===== config.mk =====
export PLATFORM = sky130hd
export DESIGN_NAME = sc_stream_decoder_flat
export DESIGN_NICKNAME = d
export VERILOG_FILES = /design/src/rtl/sc_stream_decoder_if.sv /design/src/rtl/sc_stream_decoder.sv /design/src/flat_wrapper.sv
export SDC_FILE = /design/constraint.sdc
export NUM_CORES = 1
export LEC_CHECK = 0
export ABC_AREA = 1
export ABC_CLOCK_PERIOD_IN_PS = 1800
export CELL_PAD_IN_SITES_DETAIL_PLACEMENT = 1
export CELL_PAD_IN_SITES_GLOBAL_PLACEMENT = 2
export CORE_MARGIN = 2
export CORE_UTILIZATION = 31
export CTS_CLUSTER_DIAMETER = 50
export CTS_CLUSTER_SIZE = 16
export DETAILED_ROUTE_END_ITERATION = 16
export DONT_BUFFER_PORTS = 1
export PLACE_DENSITY = 0.81
export RECOVER_POWER = 50
export SLEW_MARGIN = 5
export SYNTH_ARGS = -nofsm -noshare
export SYNTH_HDL_FRONTEND = slang
export SYNTH_SLANG_ARGS = --single-unit

===== constraint.sdc =====
create_clock -name clk -period 1.8 [get_ports clk]
set_input_delay 0.36 -clock clk [delete_from_list [all_inputs] [get_ports clk]]
set_output_delay 0.36 -clock clk [all_outputs]
set_load 0.01 [all_outputs]

===== src/rtl/sc_stream_decoder_if.sv =====
// sc_stream_decoder_if
//   Bundles the stream-side and result-side handshake of the SC stream decoder.
//   master: the environment; it drives start, in_valid, bit_in and out_ready, and
//           observes busy, out_valid and value.
//   slave : the decoder; it drives busy, out_valid and value.
//   WIDTH : log2 of the window length. value is WIDTH+2 bits wide.
interface sc_stream_decoder_if #(
    parameter int WIDTH = 8
);
    logic             start;
    logic             in_valid;
    logic             bit_in;
    logic             busy;
    logic             out_valid;
    logic             out_ready;
    logic [WIDTH+1:0] value;

    modport master (
        output start, in_valid, bit_in, out_ready,
        input  busy, out_valid, value
    );

    modport slave (
        input  start, in_valid, bit_in, out_ready,
        output busy, out_valid, value
    );
endinterface


===== src/rtl/sc_stream_decoder.sv =====
// sc_stream_decoder
//   Stochastic-to-binary converter. It counts the 1s over a window of 2**WIDTH
//   valid bitstream samples and presents the count as a binary result, using a
//   valid/ready handshake.
//   Ports:
//     clk   : clock. All state changes on the rising edge.
//     rst_n : synchronous reset, active low.
//     bus   : sc_stream_decoder_if.slave, which carries the following signals.
//             start     : begins a window. It is accepted only in IDLE, or in DONE
//                         together with out_ready.
//             in_valid  : bit_in holds a valid sample this cycle.
//             bit_in    : the input bitstream.
//             busy      : high while a window is being accumulated.
//             out_valid : value holds a completed result.
//             out_ready : downstream accepts value.
//             value     : the result, WIDTH+2 bits.
//   Build option SC_DECODER_BIPOLAR_EN:
//     defined   : value = 2*ones - N, signed two's complement (bipolar decode).
//     undefined : value = ones count, zero-extended (unipolar decode).
module sc_stream_decoder #(
    parameter int WIDTH = 8
) (
    input  logic              clk,
    input  logic              rst_n,
    sc_stream_decoder_if.slave bus
);
    typedef enum logic [1:0] {IDLE, ACCUM, DONE} state_t;

    // The sample index of the final sample in a window, which is N-1.
    localparam logic [WIDTH:0] LAST = {1'b0, {WIDTH{1'b1}}};

    state_t           state;
    logic [WIDTH:0]   ones_cnt;
    logic [WIDTH:0]   sample_cnt;
    logic [WIDTH:0]   ones_nxt;
    logic [WIDTH+1:0] result;
    logic             last;

    // This count includes the current sample, so the result registered on the
    // final edge already contains the N-th bit.
    assign ones_nxt = ones_cnt + {{WIDTH{1'b0}}, bus.bit_in};
    assign last     = bus.in_valid && (sample_cnt == LAST);

`ifdef SC_DECODER_BIPOLAR_EN
    localparam logic [WIDTH+1:0] NVAL = {2'b01, {WIDTH{1'b0}}};
    assign result = {ones_nxt, 1'b0} - NVAL;
`else
    assign result = {1'b0, ones_nxt};
`endif

    always_ff @(posedge clk) begin
        if (!rst_n) begin
            state         <= IDLE;
            ones_cnt      <= '0;
            sample_cnt    <= '0;
            bus.busy      <= 1'b0;
            bus.out_valid <= 1'b0;
            bus.value     <= '0;
        end else begin
            case (state)
                IDLE: begin
                    if (bus.start) begin
                        state      <= ACCUM;
                        bus.busy   <= 1'b1;
                        ones_cnt   <= '0;
                        sample_cnt <= '0;
                    end
                end
                ACCUM: begin
                    if (bus.in_valid) begin
                        sample_cnt <= sample_cnt + 1'b1;
                        ones_cnt   <= ones_nxt;
                        if (last) begin
                            state         <= DONE;
                            bus.busy      <= 1'b0;
                            bus.out_valid <= 1'b1;
                            bus.value     <= result;
                        end
                    end
                end
                DONE: begin
                    // start is honoured only together with out_ready. In that case
                    // the next window begins with no idle cycle in between.
                    if (bus.out_ready) begin
                        bus.out_valid <= 1'b0;
                        if (bus.start) begin
                            state      <= ACCUM;
                            bus.busy   <= 1'b1;
                            ones_cnt   <= '0;
                            sample_cnt <= '0;
                        end else begin
                            state <= IDLE;
                        end
                    end
                end
                default: begin
                    state         <= IDLE;
                    bus.busy      <= 1'b0;
                    bus.out_valid <= 1'b0;
                end
            endcase
        end
    end
endmodule


===== src/flat_wrapper.sv =====
// flat-port wrapper written by rule: the top's interface ports become plain ports
module sc_stream_decoder_flat 
#(
    parameter int WIDTH = 8
)
  (clk, rst_n, bus_start, bus_in_valid, bus_bit_in, bus_out_ready, bus_busy, bus_out_valid, bus_value);
  sc_stream_decoder_if #(.WIDTH(WIDTH)) bus_i ();
  input  logic clk;
  input  logic rst_n;
  input wire logic [$bits(bus_i.start)-1:0] bus_start;
  input wire logic [$bits(bus_i.in_valid)-1:0] bus_in_valid;
  input wire logic [$bits(bus_i.bit_in)-1:0] bus_bit_in;
  input wire logic [$bits(bus_i.out_ready)-1:0] bus_out_ready;
  output wire logic [$bits(bus_i.busy)-1:0] bus_busy;
  output wire logic [$bits(bus_i.out_valid)-1:0] bus_out_valid;
  output wire logic [$bits(bus_i.value)-1:0] bus_value;
  assign bus_i.start = bus_start;
  assign bus_i.in_valid = bus_in_valid;
  assign bus_i.bit_in = bus_bit_in;
  assign bus_i.out_ready = bus_out_ready;
  assign bus_busy = bus_i.busy;
  assign bus_out_valid = bus_i.out_valid;
  assign bus_value = bus_i.value;
  sc_stream_decoder #(.WIDTH(WIDTH)) u_core (.clk(clk), .rst_n(rst_n), .bus(bus_i));
endmodule

==> metrics.yaml, run 1 <==
cts_hold_buffers: 0
ys_types: 30
clockRootBuffer: "clkbuf_8"
finalSetupViolations: 0
tns_ps: 0
drc: 0
place_congestion: 0.728
rsz0062_at_grt: "yes"
period_share_pct: 92.6
setup_ws_ps: 133
place_ws_ps: -170
crit_path_start_kind: "flip-flop"
vias: 1372
dieArea_mm2: 0.00541
wl_per_cell_um: 13.8
grt_max_degree: 20
fillers: 612
netlist_area_mm2: 0.00150
avgSynthCellArea_um2: 6.98
floorplan.rows: 25
fmax_mhz: 600
grt_pass1_wl_um: 6750
syn-num-nets: 225
synthCells: 215
p_leak_nw: 0.708
maxSlewViolCount: 0
viasPerCell: 4.90
power.density_mw_per_mm2: 755
routed_wl_um: 3870
grtUsageTotal_pct: 16.4
cts_tree: "yes"
grt-ovfl-total: 0
initial_core_util_pct: 32.0
fin_skew_ps: 5.57
dp_hpwl_um: 2630
async_reset_ff_share_pct: 0
antenna_found_initial: 0
r2r_slack_ps: 130
synth_seq_cells: 31
final_antenna_net_count: 0
antenna_cells: 0
clkSinkCount: 31
io_buffers: 0
min_path_type: "input pin to flip-flop"
clk_latency_ps: 280
drive_gt1_share_pct: 16.8
dieHeight_um: 73.6
yosysTopAreaCell: "dfxtp_1"
cts_buffers: 5
dieWidth_um: 73.6
cts_buffer_depth: 2
critPathCaptureType: "flip-flop"
yosys-top-cells-area: "dfxtp_1 (41%), nand2_1 (14%), nor2_1 (7.5%), a21oi_1 (5.3%), inv_1 (5.0%)"
utilization_pct: 37.3
synth.top_cell.area_share_pct: 41.4
yosysMostFrequentCell: "nand2_1"
path_clk_slew_ps: 70
ir_drop_mv: 0.361
synth_ff_type: "dfxtp_1"
max-cap-violations: 0
synthTopCellsByCount: "nand2_1 (55), dfxtp_1 (31), nor2_1 (30), inv_1 (20), a21oi_1 (16)"
hold_viol_final: 0
htree_levels: 2
detail_route.first_pass.iterations: 4
critPathKind: "flip-flop to flip-flop"
worstPathArrival_ps: 1890
synth_seq_area_share_pct: 41.4
core_region_area_mm2: 0.00469
synth_edf_count: 0
status: "completed"
synth_warnings: 0
drtIter0Drc: 54
fin_crit_ps: 1670
syn_to_final_growth_pct: 16.5
grt_pass1_vias: 1403
io_pins: 18
crit_fanout: 6
fin_nets: 236
crit_required_ps: 2020
total_power_w: 0.00132
-- cell type report --
class                           count  area [um^2]  share of cell area, %
Clock inverter                      1         5.00                  0.286
Inverter                           25          100                   5.73
Tap cell                           54         67.6                   3.87
Clock buffer                        6         82.6                   4.72
Multi-Input combinational cell    154          797                   45.6
Sequential cell                    31          629                   36.0
Timing Repair Buffer                8         61.3                   3.51
Timing Repair inverter              1         5.00                  0.286
-- stage by stage --
| step | hold slack (ps) | cells | instance area [um^2] |
|---|---|---|---|
| 3_3_place_gp | 452 | 270 | 1580 |
| 5_1_grt | 202 | 280 | 1750 |
| 4_1_cts | 206 | 279 | 1730 |
| 2_1_floorplan | 439 | 215 | 1500 |
| 3_5_place_dp | 465 | 270 | 1580 |
| 6_report | 218 | 280 | 1750 |
-- critical path, cell delays in order (launching register included) --
cell	delay (ps)
dfxtp_2	360
nand3_4	90
nor4_4	290
ha_2	230
nand2_4	60
nor2_4	190
buf_6	150
o21ai_1	60
a21o_1	150
inv_1	40
-- metal layers --
metal  track usage, %  share of wire [%]  vias up  wire [um]
li1                 -                  -      696          -
met1             20.4                 46      660       1790
met2             27.2                 50       14       1920
met3             4.94                3.3        2        128
met4             4.85               0.83        0         32
met5                0                  0        -          0
-- cells in the final DEF (no fill, tap or decap), drive strengths merged, types with 2 or more instances in the layout --
master  count
nand2      59
clkbuf      6
ha          4
o21ai      12
a21o        2
inv        23
nor2       33
xor2        2
a21oi      16
nand3      14
o21bai      3
clkinv      4
dfxtp      31
buf         8
-- logic make-up after synthesis --
group / Yosys count / synth area share (%)
adder cells (fa/ha/maj): 4 / 3.34
AO/OA/AOI/OAI: 35 / 12.8
buffers and inverters: 30 / 8.84
other: 1 / 0.250
flip-flops: 31 / 41.4
XOR/XNOR: 3 / 1.75
AND/OR/NAND/NOR: 111 / 31.6
-- worst paths after layout --
path | to | from | depth (start not counted)
worst max register to register | u_core.bus.value[6] | u_core.sample_cnt[4] | 9
worst min-delay path | u_core.bus.value[0] | rst_n | 2
worst max-delay path | u_core.bus.value[6] | u_core.sample_cnt[4] | 9
worst min register to register | u_core.ones_cnt[0] | u_core.ones_cnt[0] | 2
-- what timing repair did --
item | 4_1_cts | 5_1_grt
gates resized for setup | 17 | 8
pin swaps | 5 | 5
setup buffers | 0 | 1
setup endpoints to repair | 11 | 10
gates cloned | 2 | 0
-- sequential cells by signal, summed over array words and instances (netlist names) --
signal,flops
u_core.bus.out_valid,1
u_core.ones_cnt,9
u_core.bus.busy,1
u_core.bus.value,9
u_core.sample_cnt,9
u_core.state,2
-- report_power, final --
part           switching, W  internal (W)
clock              0.000251      0.000300
combinational     0.0000517     0.0000179
sequential       0.00000798      0.000692
total              0.000311       0.00101
Note: power is estimated with default switching activity, not from simulation.
==> run 2, diff against run 1 <==
--- a/config.mk
+++ b/config.mk
@@ -9,7 +9,7 @@
 export ABC_CLOCK_PERIOD_IN_PS = 1800
 export CELL_PAD_IN_SITES_DETAIL_PLACEMENT = 1
 export CELL_PAD_IN_SITES_GLOBAL_PLACEMENT = 2
-export CORE_MARGIN = 2
+export CORE_MARGIN = 3
 export CORE_UTILIZATION = 31
 export CTS_CLUSTER_DIAMETER = 50
 export CTS_CLUSTER_SIZE = 16
==> metrics.yaml, run 2 (same netlist as run 1, synthesis figures left out) <==
power.density_mw_per_mm2: 751  # -0.51%
syn_to_final_growth_pct: 15.8
hold_viol_final: 0  # unchanged
wl_per_cell_um: 12.8  # -7.3%
final_antenna_net_count: 0  # unchanged
seqPwrFrac_pct: 53.4  # +0.4 points
fin_nets: 235  # -0.42%
grt-ovfl-total: 0  # unchanged
floorplan.rows: 24  # -4.0%
top_regs: "u_core.bus.value (9), u_core.ones_cnt (9), u_core.sample_cnt (9)"
clockRootBuffer: "clkbuf_8"
critPathCaptureType: "flip-flop"
clk_latency_ps: 280  # about the same
crit_required_ps: 1980  # -40 ps
initial_core_util_pct: 33.3  # +1.3 points
io_pins: 18  # unchanged
wl_met3_um: 156  # +22%
grt_max_degree: 20  # unchanged
detail_route.first_pass.iterations: 4  # unchanged
routed.top_layer: "met4"
total_power_w: 0.00130  # -1.2%
place_congestion: 0.743  # +2.0%
vias: 1329  # -3.1%
drc: 0  # unchanged
antenna_cells: 0  # unchanged
routed_wl_um: 3560  # -8.0%
layout_common_cells: "nand2_1 (54), nor2_1 (31), dfxtp_1 (26), inv_1 (21), a21oi_1 (16)"
core_region_area_mm2: 0.00450  # -4.0%
fin_crit_ps: 1650  # -18.3 ps
cts_buffers: 5  # unchanged
switching_share_pct: 25.2  # +1.6 points
routedLengthMet1_um: 1800  # +0.45%
drtIter0Drc: 45  # -17%
worstPathArrival_ps: 1830  # -60 ps
dieArea_mm2: 0.00571  # +5.5%
clockPowerShare_pct: 41.3  # -0.4 points
fillers: 594  # -2.9%
p_int_w: 0.000976  # -3.3%
dieWidth_um: 75.6  # +2.7%
cts_buffer_depth: 2  # unchanged
r2r_slack_ps: 150  # +20 ps
switchingPower_w: 0.000329  # +5.8%
crit_path_start_kind: "flip-flop"
utilization_pct: 38.6  # +1.3 points
dieHeight_um: 75.6  # +2.7%
status: "completed"
tns_ps: 0  # unchanged
fmax_mhz: 606  # +1.1%
layout_commonest_cell: "nand2_1"
crit_fanout: 5  # -1
io_buffers: 0  # unchanged
fin_skew_ps: 8.78  # +3.21 ps
htree_levels: 2  # unchanged
ir_drop_mv: 0.353  # -2.2%
viasPerCell: 4.78  # -2.4%
path_clk_slew_ps: 70  # about the same
antenna_found_initial: 0  # unchanged
cts_tree: "yes"
max-cap-violations: 0  # unchanged
clkSinkCount: 31  # unchanged
min_path_type: "input pin to flip-flop"
finalSetupViolations: 0  # unchanged
grtUsageTotal_pct: 14.1  # -2.3 points
period_share_pct: 91.6  # -1.0 points
pwr-share-comb_pct: 5.2  # about the same
grt_pass1_vias: 1255  # -11%
maxSlewViolCount: 0  # unchanged
grt_pass1_wl_um: 6110  # -9.4%
dp_hpwl_um: 2480  # -5.5%
p_leak_nw: 0.679  # -4.1%
critPathKind: "flip-flop to flip-flop"
wl_met2_um: 1570  # -19%
drive_gt1_share_pct: 16.4  # -0.44 points
## run 2: worst max-delay path: stages (launching register included)
cell      delay, ps
dfxtp_4         380
nand3_4          90
nor4_4          290
ha_2            230
nand2_4          60
nor2_4          160
clkinv_2        120
o21ai_0         180
inv_1            50
## run 2: final cells by class
class,count,area [um^2],area share (%)
multi-input combinational,154,795,45.7
inverter,25,96.3,5.55
tap,52,65.1,3.75
timing repair buffer,7,56.3,3.24
clock buffer,5,68.8,3.96
sequential,31,632,36.4
timing repair inverter,1,3.75,0.216
clock inverter,3,20.0,1.15
## run 2: final timing paths
kind / from / end / depth (start not counted)
setup reg to reg: u_core.sample_cnt[4] / u_core.bus.value[8] / 8
hold / removal: rst_n / u_core.bus.value[1] / 2
hold reg to reg: u_core.sample_cnt[8] / u_core.sample_cnt[8] / 2
setup / recovery: u_core.sample_cnt[4] / u_core.bus.value[8] / 8
## run 2: metrics by stage
stage	hold slack, ps	cell area (um^2)	setup slack [ps]	instances
finish	204	1740	151	278
global route	198	1740	-5.23	278
CTS	199	1690	4.87	277
detailed placement	463	1560	-147	266
global placement	456	1560	-14.5	266
floorplan	439	1500	92.3	215
## run 2: per-layer routing
layer / vias to the layer above / track usage (%)
met4: 0 / 4.08
li1: 703 / -
met3: 6 / 4.22
met2: 22 / 20.7
met1: 598 / 20.0
met5: - / 0
## run 2: timing repair
action,CTS,global route
endpoints found under the setup margin,11,11
hold buffers,0,0
cloned,2,0
setup buffers,1,1
pin swaps,3,3
gates resized for setup,10,12
## run 2: power groups by stage
stage / sequential, W / combinational, W / clock [W]
2_1_floorplan: 0.000714 / 0.0000592 / 0
3_3_place_gp: 0.000715 / 0.0000711 / 0
3_5_place_dp: 0.000715 / 0.0000710 / 0
4_1_cts: 0.000699 / 0.0000727 / 0.000566
5_1_grt: 0.000698 / 0.0000796 / 0.000589
6_report: 0.000697 / 0.0000683 / 0.000539
